[src/rtl/operand_b_gen_q.sv]
// ALU operand-B generator: forms the selected operand combinationally and queues
// each result, with its illegal-select flag, in a small valid/ready FIFO.
module operand_b_gen_q #(
  parameter int DW        = 16,
  parameter int IMM_A_W   = 8,
  parameter int IMM_B_W   = 12,
  parameter int INC_CONST = 2,
  parameter int SHL       = 1,
  parameter int DEPTH     = 2
) (
  input  logic                       clk,
  input  logic                       rst,
  input  logic                       in_valid,
  output logic                       in_ready,
  input  logic [2:0]                 sel,
  input  logic [DW-1:0]              reg_val,
  input  logic [IMM_A_W-1:0]         imm_a,
  input  logic [IMM_B_W-1:0]         imm_b,
  input  logic                       flush,
  output logic                       out_valid,
  input  logic                       out_ready,
  output logic [DW-1:0]              out_data,
  output logic                       out_err,
  output logic [$clog2(DEPTH):0]     count
);

  localparam int AW = $clog2(DEPTH);
  localparam int CW = AW + 1;

  logic [DW-1:0] data_mem [DEPTH];
  logic [DEPTH-1:0] err_mem;
  logic [AW-1:0] wr_ptr, rd_ptr;
  logic [DW-1:0] last_data;
  logic last_err;

  logic [DW-1:0] sext_a, sext_b, zext_a, op_data;
  logic op_err;
  logic push, pop;

  assign sext_a = DW'($signed(imm_a));
  assign sext_b = DW'($signed(imm_b));
  assign zext_a = DW'(imm_a);

  always_comb begin
    op_data = '0;
    op_err  = 1'b0;
    case (sel)
      3'b000:  op_data = reg_val;
      3'b001:  op_data = DW'(INC_CONST);
      3'b010:  op_data = sext_a;
      3'b011:  op_data = zext_a;
      3'b100:  op_data = sext_a << SHL;
      3'b101:  op_data = sext_b;
      default: op_err  = 1'b1;
    endcase
  end

  // No pass-through: a full queue refuses requests even while it is being popped.
  assign in_ready  = (count != CW'(DEPTH));
  assign out_valid = (count != '0);
  assign push      = in_valid & in_ready & ~flush;
  assign pop       = out_valid & out_ready & ~flush;

  assign out_data = out_valid ? data_mem[rd_ptr] : last_data;
  assign out_err  = out_valid ? err_mem[rd_ptr]  : last_err;

  always_ff @(posedge clk) begin
    if (push) begin
      data_mem[wr_ptr] <= op_data;
      err_mem[wr_ptr]  <= op_err;
    end
  end

  // Flush discards everything queued and wins over any push or pop in the same cycle.
  always_ff @(posedge clk or posedge rst) begin
    if (rst) begin
      wr_ptr    <= '0;
      rd_ptr    <= '0;
      count     <= '0;
      last_data <= '0;
      last_err  <= 1'b0;
    end else if (flush) begin
      wr_ptr <= '0;
      rd_ptr <= '0;
      count  <= '0;
    end else begin
      if (push) begin
        wr_ptr <= wr_ptr + 1'b1;
      end
      if (pop) begin
        last_data <= data_mem[rd_ptr];
        last_err  <= err_mem[rd_ptr];
        rd_ptr    <= rd_ptr + 1'b1;
      end
      case ({push, pop})
        2'b10:   count <= count + 1'b1;
        2'b01:   count <= count - 1'b1;
        default: count <= count;
      endcase
    end
  end

endmodule

[config.mk]
export PLATFORM = sky130hd
export DESIGN_NAME = operand_b_gen_q
export DESIGN_NICKNAME = d
export VERILOG_FILES = /design/src/rtl/operand_b_gen_q.sv
export SDC_FILE = /design/constraint.sdc
export NUM_CORES = 1
export LEC_CHECK = 0
export ABC_AREA = 1
export CELL_PAD_IN_SITES_DETAIL_PLACEMENT = 2
export CELL_PAD_IN_SITES_GLOBAL_PLACEMENT = 2
export CORE_ASPECT_RATIO = 0.75
export CORE_MARGIN = 2
export CORE_UTILIZATION = 31
export DETAILED_ROUTE_END_ITERATION = 8
export MAX_ROUTING_LAYER = met4
export PLACE_DENSITY = 0.82
export SLEW_MARGIN = 20
export SYNTH_ARGS = -nofsm -noshare
export SYNTH_HDL_FRONTEND = slang
export SYNTH_SLANG_ARGS = --single-unit
[constraint.sdc]
create_clock -name clk -period 4 [get_ports clk]
set_clock_uncertainty 0.05 [all_clocks]
set_input_delay 1.2 -clock clk [delete_from_list [all_inputs] [get_ports clk]]
set_output_delay 1.2 -clock clk [all_outputs]
set_load 0.01 [all_outputs]
==> results of run 1 <==
-- critical path, cell delays in order (launching register included) --
cell and delay [ns]:
dfrtp_1 0.61, inv_2 0.35, nand2_1 0.10, nand2_1 0.11
nand2_1 0.07, o21ai_0 0.12, clkdlybuf4s50_1 0.58
-- Yosys cell counts --
master,number
o211ai_1,1
nor2_1,6
inv_4,1
buf_4,3
nand3_4,1
buf_2,6
o21ai_0,24
dfrtp_1,21
nand3b_1,1
edfxtp_1,34
nor3_1,3
o21ai_1,12
nand2_4,1
nand2_2,2
a22oi_2,1
nand4_1,7
nand3_1,6
buf_6,2
inv_2,4
a21oi_2,1
nand2_1,150
inv_1,28
-- state kept, by name (all words and copies together) (netlist names) --
signal,cells
count,2
data_mem,32
err_mem,2
last_data,16
last_err,1
rd_ptr,1
wr_ptr,1
-- path summary, 6_finish.rpt --
| path | slack, ns | cells after the start | to | start |
|---|---|---|---|---|
| min in group asynchronous | 1.37 | 2 | last_data[2]$_DFFE_PP0P_ | rst |
| worst min register to register | 0.47 | 2 | last_data[9]$_DFFE_PP0P_ | last_data[9]$_DFFE_PP0P_ |
| max in group asynchronous | 1.97 | 2 | last_data[12]$_DFFE_PP0P_ | rst |
| worst max-delay path | 0.52 | 6 | out_data[9] | rd_ptr$_DFFE_PP0P_ |
| worst max register to register | 2.09 | 6 | data_mem[0][8]$_DFFE_PP_ | count[0]$_DFFE_PP0P_ |
| worst min-delay path | 0.47 | 2 | last_data[9]$_DFFE_PP0P_ | last_data[9]$_DFFE_PP0P_ |
-- per-layer routing --
metal | global-route usage | vias to the layer above
li1 | - | 1127
met1 | 0.268 | 1081
met2 | 0.278 | 59
met3 | 0.0274 | 4
met4 | 0.0337 | 0
met5 | - | -
-- area by class of cell --
| type | instances | area [um^2] | share of cell area |
|---|---|---|---|
| Clock buffer | 5 | 125 | 0.0353 |
| Clock inverter | 3 | 21.3 | 0.00601 |
| Inverter | 33 | 126 | 0.0357 |
| Multi-Input combinational cell | 216 | 937 | 0.265 |
| Sequential cell | 55 | 1550 | 0.437 |
| Tap cell | 108 | 135 | 0.0382 |
| Timing Repair Buffer | 65 | 648 | 0.183 |
-- kinds of logic after synthesis --
| group | Yosys count |
|---|---|
| compound gates | 39 |
| buf+inv | 44 |
| flops | 55 |
| simple gates | 177 |
-- through the flow --
| stage | hold WS, ns | power (W) |
|---|---|---|
| floorplan | 0.433 | 0.00129 |
| global placement | 0.444 | 0.00170 |
| detailed placement | 0.456 | 0.00175 |
| CTS | 0.475 | 0.00220 |
| global route | 0.496 | 0.00233 |
| finish | 0.470 | 0.00217 |
-- placed cells by master (no fill, tap or decap) --
master,n
inv_2,4
nor3_1,2
clkbuf_16,5
o21ai_1,12
nor3_2,1
nand2_1,150
a21oi_2,1
buf_4,1
inv_4,1
dfrtp_1,21
nand2_2,2
nand4_1,7
clkdlybuf4s50_1,64
nand3_1,6
inv_6,2
nor2_1,6
nand3b_1,1
nand3_4,1
nand2_4,1
inv_1,28
edfxtp_1,34
clkinv_1,1
o21ai_0,24
o211ai_1,1
a22oi_2,1
-- power by group through the flow --
stage | combinational (W) | clock [W] | sequential [W]
floorplan | 0.000505 | 0 | 0.000784
global placement | 0.000893 | 0 | 0.000805
detailed placement | 0.000938 | 0 | 0.000815
CTS | 0.000942 | 0.000454 | 0.000803
global route | 0.00104 | 0.000473 | 0.000820
finish | 0.000928 | 0.000441 | 0.000802
==> results summary, run 1 <==
The flow ran to the end, and the final reports show no timing, DRC or antenna violations. The fraction of final layout cells with drive strength greater than 1 came out at 0.0531. Post-CTS timing repair inserted 0 buffers for setup. Clock tree synthesis selected as its root buffer the cell clkbuf_16. The switching power summed over all nets came out at 0.000783 W. Summed over all layers, the global routing overflow is 0. The worst setup path is captured at an output port. The H-tree generated during clock tree synthesis spans 2 levels. The count of non-filler cells in the finished layout came out at 485.

The wire length reported by the detailed router came out at 7930 um. Of the total power, the share spent switching nets is 0.361. Setup repair after global routing left no endpoint under its margin. The initial cell density of the core came out at 0.318. The detailed-placement wirelength estimate came out at 6250 um. Of the total synthesized cell area, the portion taken by full adders, half adders and majority gates is 0. Once layout is complete, the utilization of the core stands at 0.420. The number of setup violations in the final report is 0. The synthesized-area fraction occupied by ao, oa, aoi and oai cells was 0.0780. The post-synthesis instance area is 2680 um^2. The worst-case IR drop observed on VDD is 0.309 mV. The number of cell rows came out at 29. The overall fraction of global-route tracks in use came out at 0.184. The synthesis-to-finish area growth came out at 32.1%. In this run the worst path has a maximum fanout of 19. The number of pins exceeding their max-slew limit in the final report came out at 0. The share of synthesized area in the top cell type comes to 0.381. The overall die height came out at 84.5 um. The setup path with the least slack is of type flip-flop to output port. The post-synthesis simple-gate area fraction is 0.270. After detailed placement, the design holds a cell count of 477.

Across the run, the number of max-cap violations was 0. The main combinational cell family by area after synthesis is simple AND/OR/NAND/NOR gates. The congestion estimate from routability-driven global placement came to 0.805.

In this run the power density over the cells is 613 nW/um^2. The register bit count reported by yosys came out at 55. For this design the static power due to leakage is 1.51 nW. The cell area after layout came out at 3540 um^2. The maximum number of buffers from clock root to sink is 2. The floorplan step defined a die boundary enclosing 9410 um^2. The clock reaches the later pin of the worst-skew pair after 0.29 ns.

The share of the Yosys chip area taken by registers is 0.577. The antenna violation net count after detailed routing came out at 0. The data required time of the worst path is 2.75 ns. Buffers placed on the I/O ports in this run total 64. TritonCTS built the clock tree. The multiplexer fraction of the synthesized cell area came out at 0.

The routed length on met1 came out at 4180 um. The number of iterations in the first detailed-routing pass is 4. The post-synthesis average cell area is 8.51 um^2. The sink count of the clock tree is 55. The fmax came out at 287 MHz. The number of clock buffers inserted by TritonCTS came out at 5. Routed signal wires occupy layers up through met4.

The DRC violations left came out at 0. Of the total power, the clock network draws 0.203. The internal power contribution is 0.00139 W. In this run the worst hold path is classified as flip-flop to flip-flop. The setup TNS after final layout is 0 ns. The hold violation count in the final report is 0. Synthesis handed over a netlist of 315 instances.

The initial antenna violation count came out at 0. The slew of the pin with the lowest slew margin came out at 0.915 ns. The total vias in the final route came out at 2271. Wire segments on met2 add up to 3430 um in the final route.

The via count normalized by instance count came out at 4.68. In the final routed layout, each cell accounts on average for 16.4 um. The placed instance area came out at 3390 um^2. The first-pass GRT wire length is 13300 um. The I/O pin total is 65. Wire segments on met3 add up to 266 um in the final route. The total area inside the core boundary comes to 8420 um^2. The worst pin sits at a relative slew slack of 0.390. The number of warnings issued by yosys is 0.

Data arrives at the worst endpoint at 2.23 ns. The minimum period implied by the final worst setup slack is 3.48 ns. The detailed router's first-iteration violation count is 71. The layout filler cell count came out at 936. After layout, the worst setup slack is 0.520 ns.

The number of global-route vias before repair is 2519. The repair_antennas step left the layout with diodes totalling 0. The kind of launch point of the worst setup path is a flip-flop. The count of cell types in the netlist came out at 22. The part of the power in combinational logic is 0.427. Dividing the final minimum period by the clock period gives 0.870.

The clock transition at the registers of the reported paths is 0.07 ns. Yosys attributes the largest share of cell area to edfxtp_1 38%, nand2_1 21%, dfrtp_1 20%. Of the total synthesized cell area, the portion taken by XOR and XNOR cells is 0. The pin count of the biggest net entering global routing came out at 37.

The die is 111 um wide. The share of total power dissipated in sequential elements is 0.369. At the placement stage, the worst setup path has a slack of 0.851 ns. The total number of nets in the final design is 420.

Buffers inserted to repair hold after CTS numbered 0. The biggest area contributor in the post-synthesis netlist is edfxtp_1. The number of gates resized after cts is 0. The post-synthesis net count is 359.
Note: power is estimated with default switching activity, not from simulation.
==> run 2, diff against run 1 <==
Settings changed: ABC_CLOCK_PERIOD_IN_PS from default to 3000, CORE_UTILIZATION 31 to 26, PLACE_DENSITY 0.82 to 0.73.
Clock period 4 ns to 3 ns, I/O delays scaled along.
==> results summary, run 2 (synthesized netlist as in run 1, its figures left out) <==
The library cell used most frequently in the layout, excluding fill and tap cells, is nand2_1. The worst-case headroom to the max-slew limit is 0.641 (+0.251). The number of clock buffers inserted by TritonCTS came to 5 (unchanged). The initial antenna violation count came out at 0 (unchanged). The data required time of the worst path was 2.05 ns (-0.70 ns). The internal power contribution came out at 0.00186 W (+34%).

The final weighted congestion of routability-driven global placement came out at 0.703 (-13%). Walking the worst path, the cells encountered are inv_2 > nand2_4 > o21ai_0 > clkdlybuf4s50_1. The quantity of I/O buffers inserted on ports came out at 64 (unchanged). The standard cell core area is 10200 um^2 (+21%). The die outline area is 11100 um^2 (+18%). The mean routed wirelength per cell came out at 14.5 um (-11%). The number of cell rows came out at 32 (+10%). The number of H-tree levels is 2 (unchanged).

The total setup buffers inserted after CTS is 0 (unchanged). The part of the power in combinational logic came out at 0.437 (+0.010). The DRC violations left is 0 (unchanged). The clock transition at the registers of the reported paths came out at 0.07 ns (about the same). The count of buffering cells on the critical path with inverters included is 2 (unchanged).

The number of max-cap violations is 0 (unchanged). The synthesis-to-finish area growth came out at 34.2%. The total congestion overflow after global routing came out at 0 (unchanged). The clock network fraction of design power was 0.202 (about the same). The flow ran to the end, and the final reports show no timing, DRC or antenna violations. The setup TNS after final layout came out at 0 ns (unchanged). The first-pass GRT wire length is 12600 um (-5.3%). STA classifies the critical path endpoint as an output port. The overall fraction of global-route tracks in use came out at 0.148 (-0.0359). The leakage power is 1.52 nW (+0.70%). The maximum vdd drop is 0.238 mV (-23%). The startpoint identified for the worst register-to-register timing path is count[1]$_DFFE_PP0P_. The endpoint identified for the worst register-to-register timing path is count[1]$_DFFE_PP0P_. The part of the cycle the worst path needs came out at 0.960. STA classifies the critical path startpoint as a flip-flop. The sink count of the clock tree is 55 (unchanged). The overall die height came out at 91.9 um (+8.8%).

The switching power summed over all nets is 0.00102 W (+31%). The worst path in the final design needs a cycle of 2.88 ns, including I/O delays and setup. TritonCTS built the clock tree.

The setup slack of the most critical reg-to-reg path is 1.36 ns (-0.73 ns). The number of iterations in the first detailed-routing pass came out at 4 (unchanged). The detailed router's first-iteration violation count is 106 (+49%). The horizontal die dimension was 121 um (+8.9%). The pin count of the biggest net entering global routing was 37 (unchanged). The smallest hold slack came out at 0.469 ns (-0.00144 ns). The wire length reported by the detailed router is 7490 um (-5.6%).

The fmax is 347 MHz. The highest net fanout along the worst path is 36 (+17). The worst-skew pair later-pin latency is 0.29 ns (about the same). The maximum number of buffers from clock root to sink is 2 (unchanged).

The via count normalized by instance count came out at 4.40 (-6.0%). The arrival time of data at the critical path endpoint is 1.93 ns (-0.30 ns). The detailed-placement wirelength estimate came out at 5780 um (-7.5%). The number of cells traversed by the worst register-to-register path is 8 (+2). The longest individual stage delay on the worst path came out at 0.58 ns (-0.03 ns). The total power per unit cell area is 801 nW/um^2 (+31%). Setup repair after global routing left no endpoint under its margin. In this run the worst setup path begins at count[0]$_DFFE_PP0P_. The number of setup violations in the final report came out at 0 (unchanged).

The initial cell density of the core came out at 0.264 (-0.0548). The number of inserted diodes came out at 0 (unchanged). The I/O pin total came out at 65 (unchanged). The fraction of power spent switching nets came out at 0.355 (-0.00601).

The power share of the sequential group is 0.361 (-0.008). The worst setup path is of the flip-flop to output port kind. The number of global-route vias before repair came out at 2412 (-4.2%). The critical path depth is 4 (-2). The register with the most flip-flops is data_mem. The top cell types in the final layout, fill and taps aside, are 150 x nand2_1, 64 x clkdlybuf4s50_1, 34 x edfxtp_1.

The fraction of final layout cells with drive strength greater than 1 is 0.0605 (+0.00748). The number of flip-flops under the largest register name is 32 (unchanged). The largest registers in the layout are data_mem x32, last_data x16. The hold violation count in the final report is 0 (unchanged). The most critical setup path has its endpoint at out_data[13]. The number of pins exceeding their max-slew limit in the final report came out at 0 (unchanged). The path class of the tightest hold or removal check is flip-flop to flip-flop. On the critical path, the stage with the largest delay is an instance of clkdlybuf4s50_1. The clock tree root driver cell is clkbuf_16.

The total number of nets in the final design is 423 (+0.71%). The slew of the pin with the lowest slew margin was 0.537 ns (-0.378 ns). The total vias in the final route came out at 2270 (-0.044%). The antenna violation net count after detailed routing is 0 (unchanged). In this design, the largest share of critical-path delay is due to buffers and inverters.
[run 2: layout make-up]
| cell class | instances | area (um^2) |
|---|---|---|
| clock buffer | 6 | 129 |
| clock inverter | 2 | 16.3 |
| fill | 1164 | 6570 |
| inverter | 33 | 128 |
| multi-input combinational | 216 | 937 |
| sequential | 55 | 1550 |
| tap | 136 | 170 |
| timing repair buffer | 68 | 671 |
[run 2: worst min-delay path by stage]
stage	end	slack (ns)	startpoint	cells after the start
CTS	last_data[5]$_DFFE_PP0P_	0.48	last_data[5]$_DFFE_PP0P_	2
floorplan	last_data[0]$_DFFE_PP0P_	0.43	last_data[0]$_DFFE_PP0P_	2
detailed placement	last_err$_DFFE_PP0P_	0.46	last_err$_DFFE_PP0P_	2
finish	last_data[7]$_DFFE_PP0P_	0.47	last_data[7]$_DFFE_PP0P_	2
global route	last_data[6]$_DFFE_PP0P_	0.52	last_data[6]$_DFFE_PP0P_	2
global placement	last_data[15]$_DFFE_PP0P_	0.44	last_data[15]$_DFFE_PP0P_	2
[run 2: per-stage QoR]
step | utilization | setup slack [ns] | std cells | power [W] | cell area [um^2]
5_1_grt | 0.354 | 0.00180 | 516 | 0.00312 | 3600
3_5_place_dp | 0.339 | 0.389 | 508 | 0.00234 | 3450
4_1_cts | 0.354 | 0.0742 | 516 | 0.00292 | 3600
2_1_floorplan | - | 0.365 | 315 | 0.00172 | 2680
3_3_place_gp | 0.339 | 0.447 | 508 | 0.00229 | 3450
6_report | 0.354 | 0.120 | 516 | 0.00288 | 3600
[run 2: layer usage]
layer  vias up  GRT usage  wire [um]
li1       1134          -          -
met1      1069      0.223       4060
met2        62      0.207       3030
met3         5     0.0224        308
met4         0     0.0402         89
met5         -          -          0
[run 2: repair_timing]
| action | CTS | global route |
|---|---|---|
| hold buffers | 0 | 0 |
| endpoints found under the setup margin | 0 | 4 |
| endpoints found under the hold margin | 0 | 0 |
| gates resized for setup | 0 | 4 |
[run 2: power by group through the flow]
stage	clock network, W	logic, W	registers, W
after floorplan	0	0.000673	0.00105
after global placement	0	0.00124	0.00105
after detailed placement	0	0.00128	0.00106
after CTS	0.000594	0.00128	0.00104
after global routing	0.000627	0.00143	0.00106
final	0.000582	0.00126	0.00104
[run 2: worst reg2reg max path, cell delays in order, from the launching register on]
cell and delay [ns]:
dfrtp_1 0.43, inv_2 0.08, nand2_4 0.29, nand3_4 0.13, inv_4 0.29, nand3b_1 0.13
nand2_1 0.07, nand2_1 0.05, nand2_1 0.06
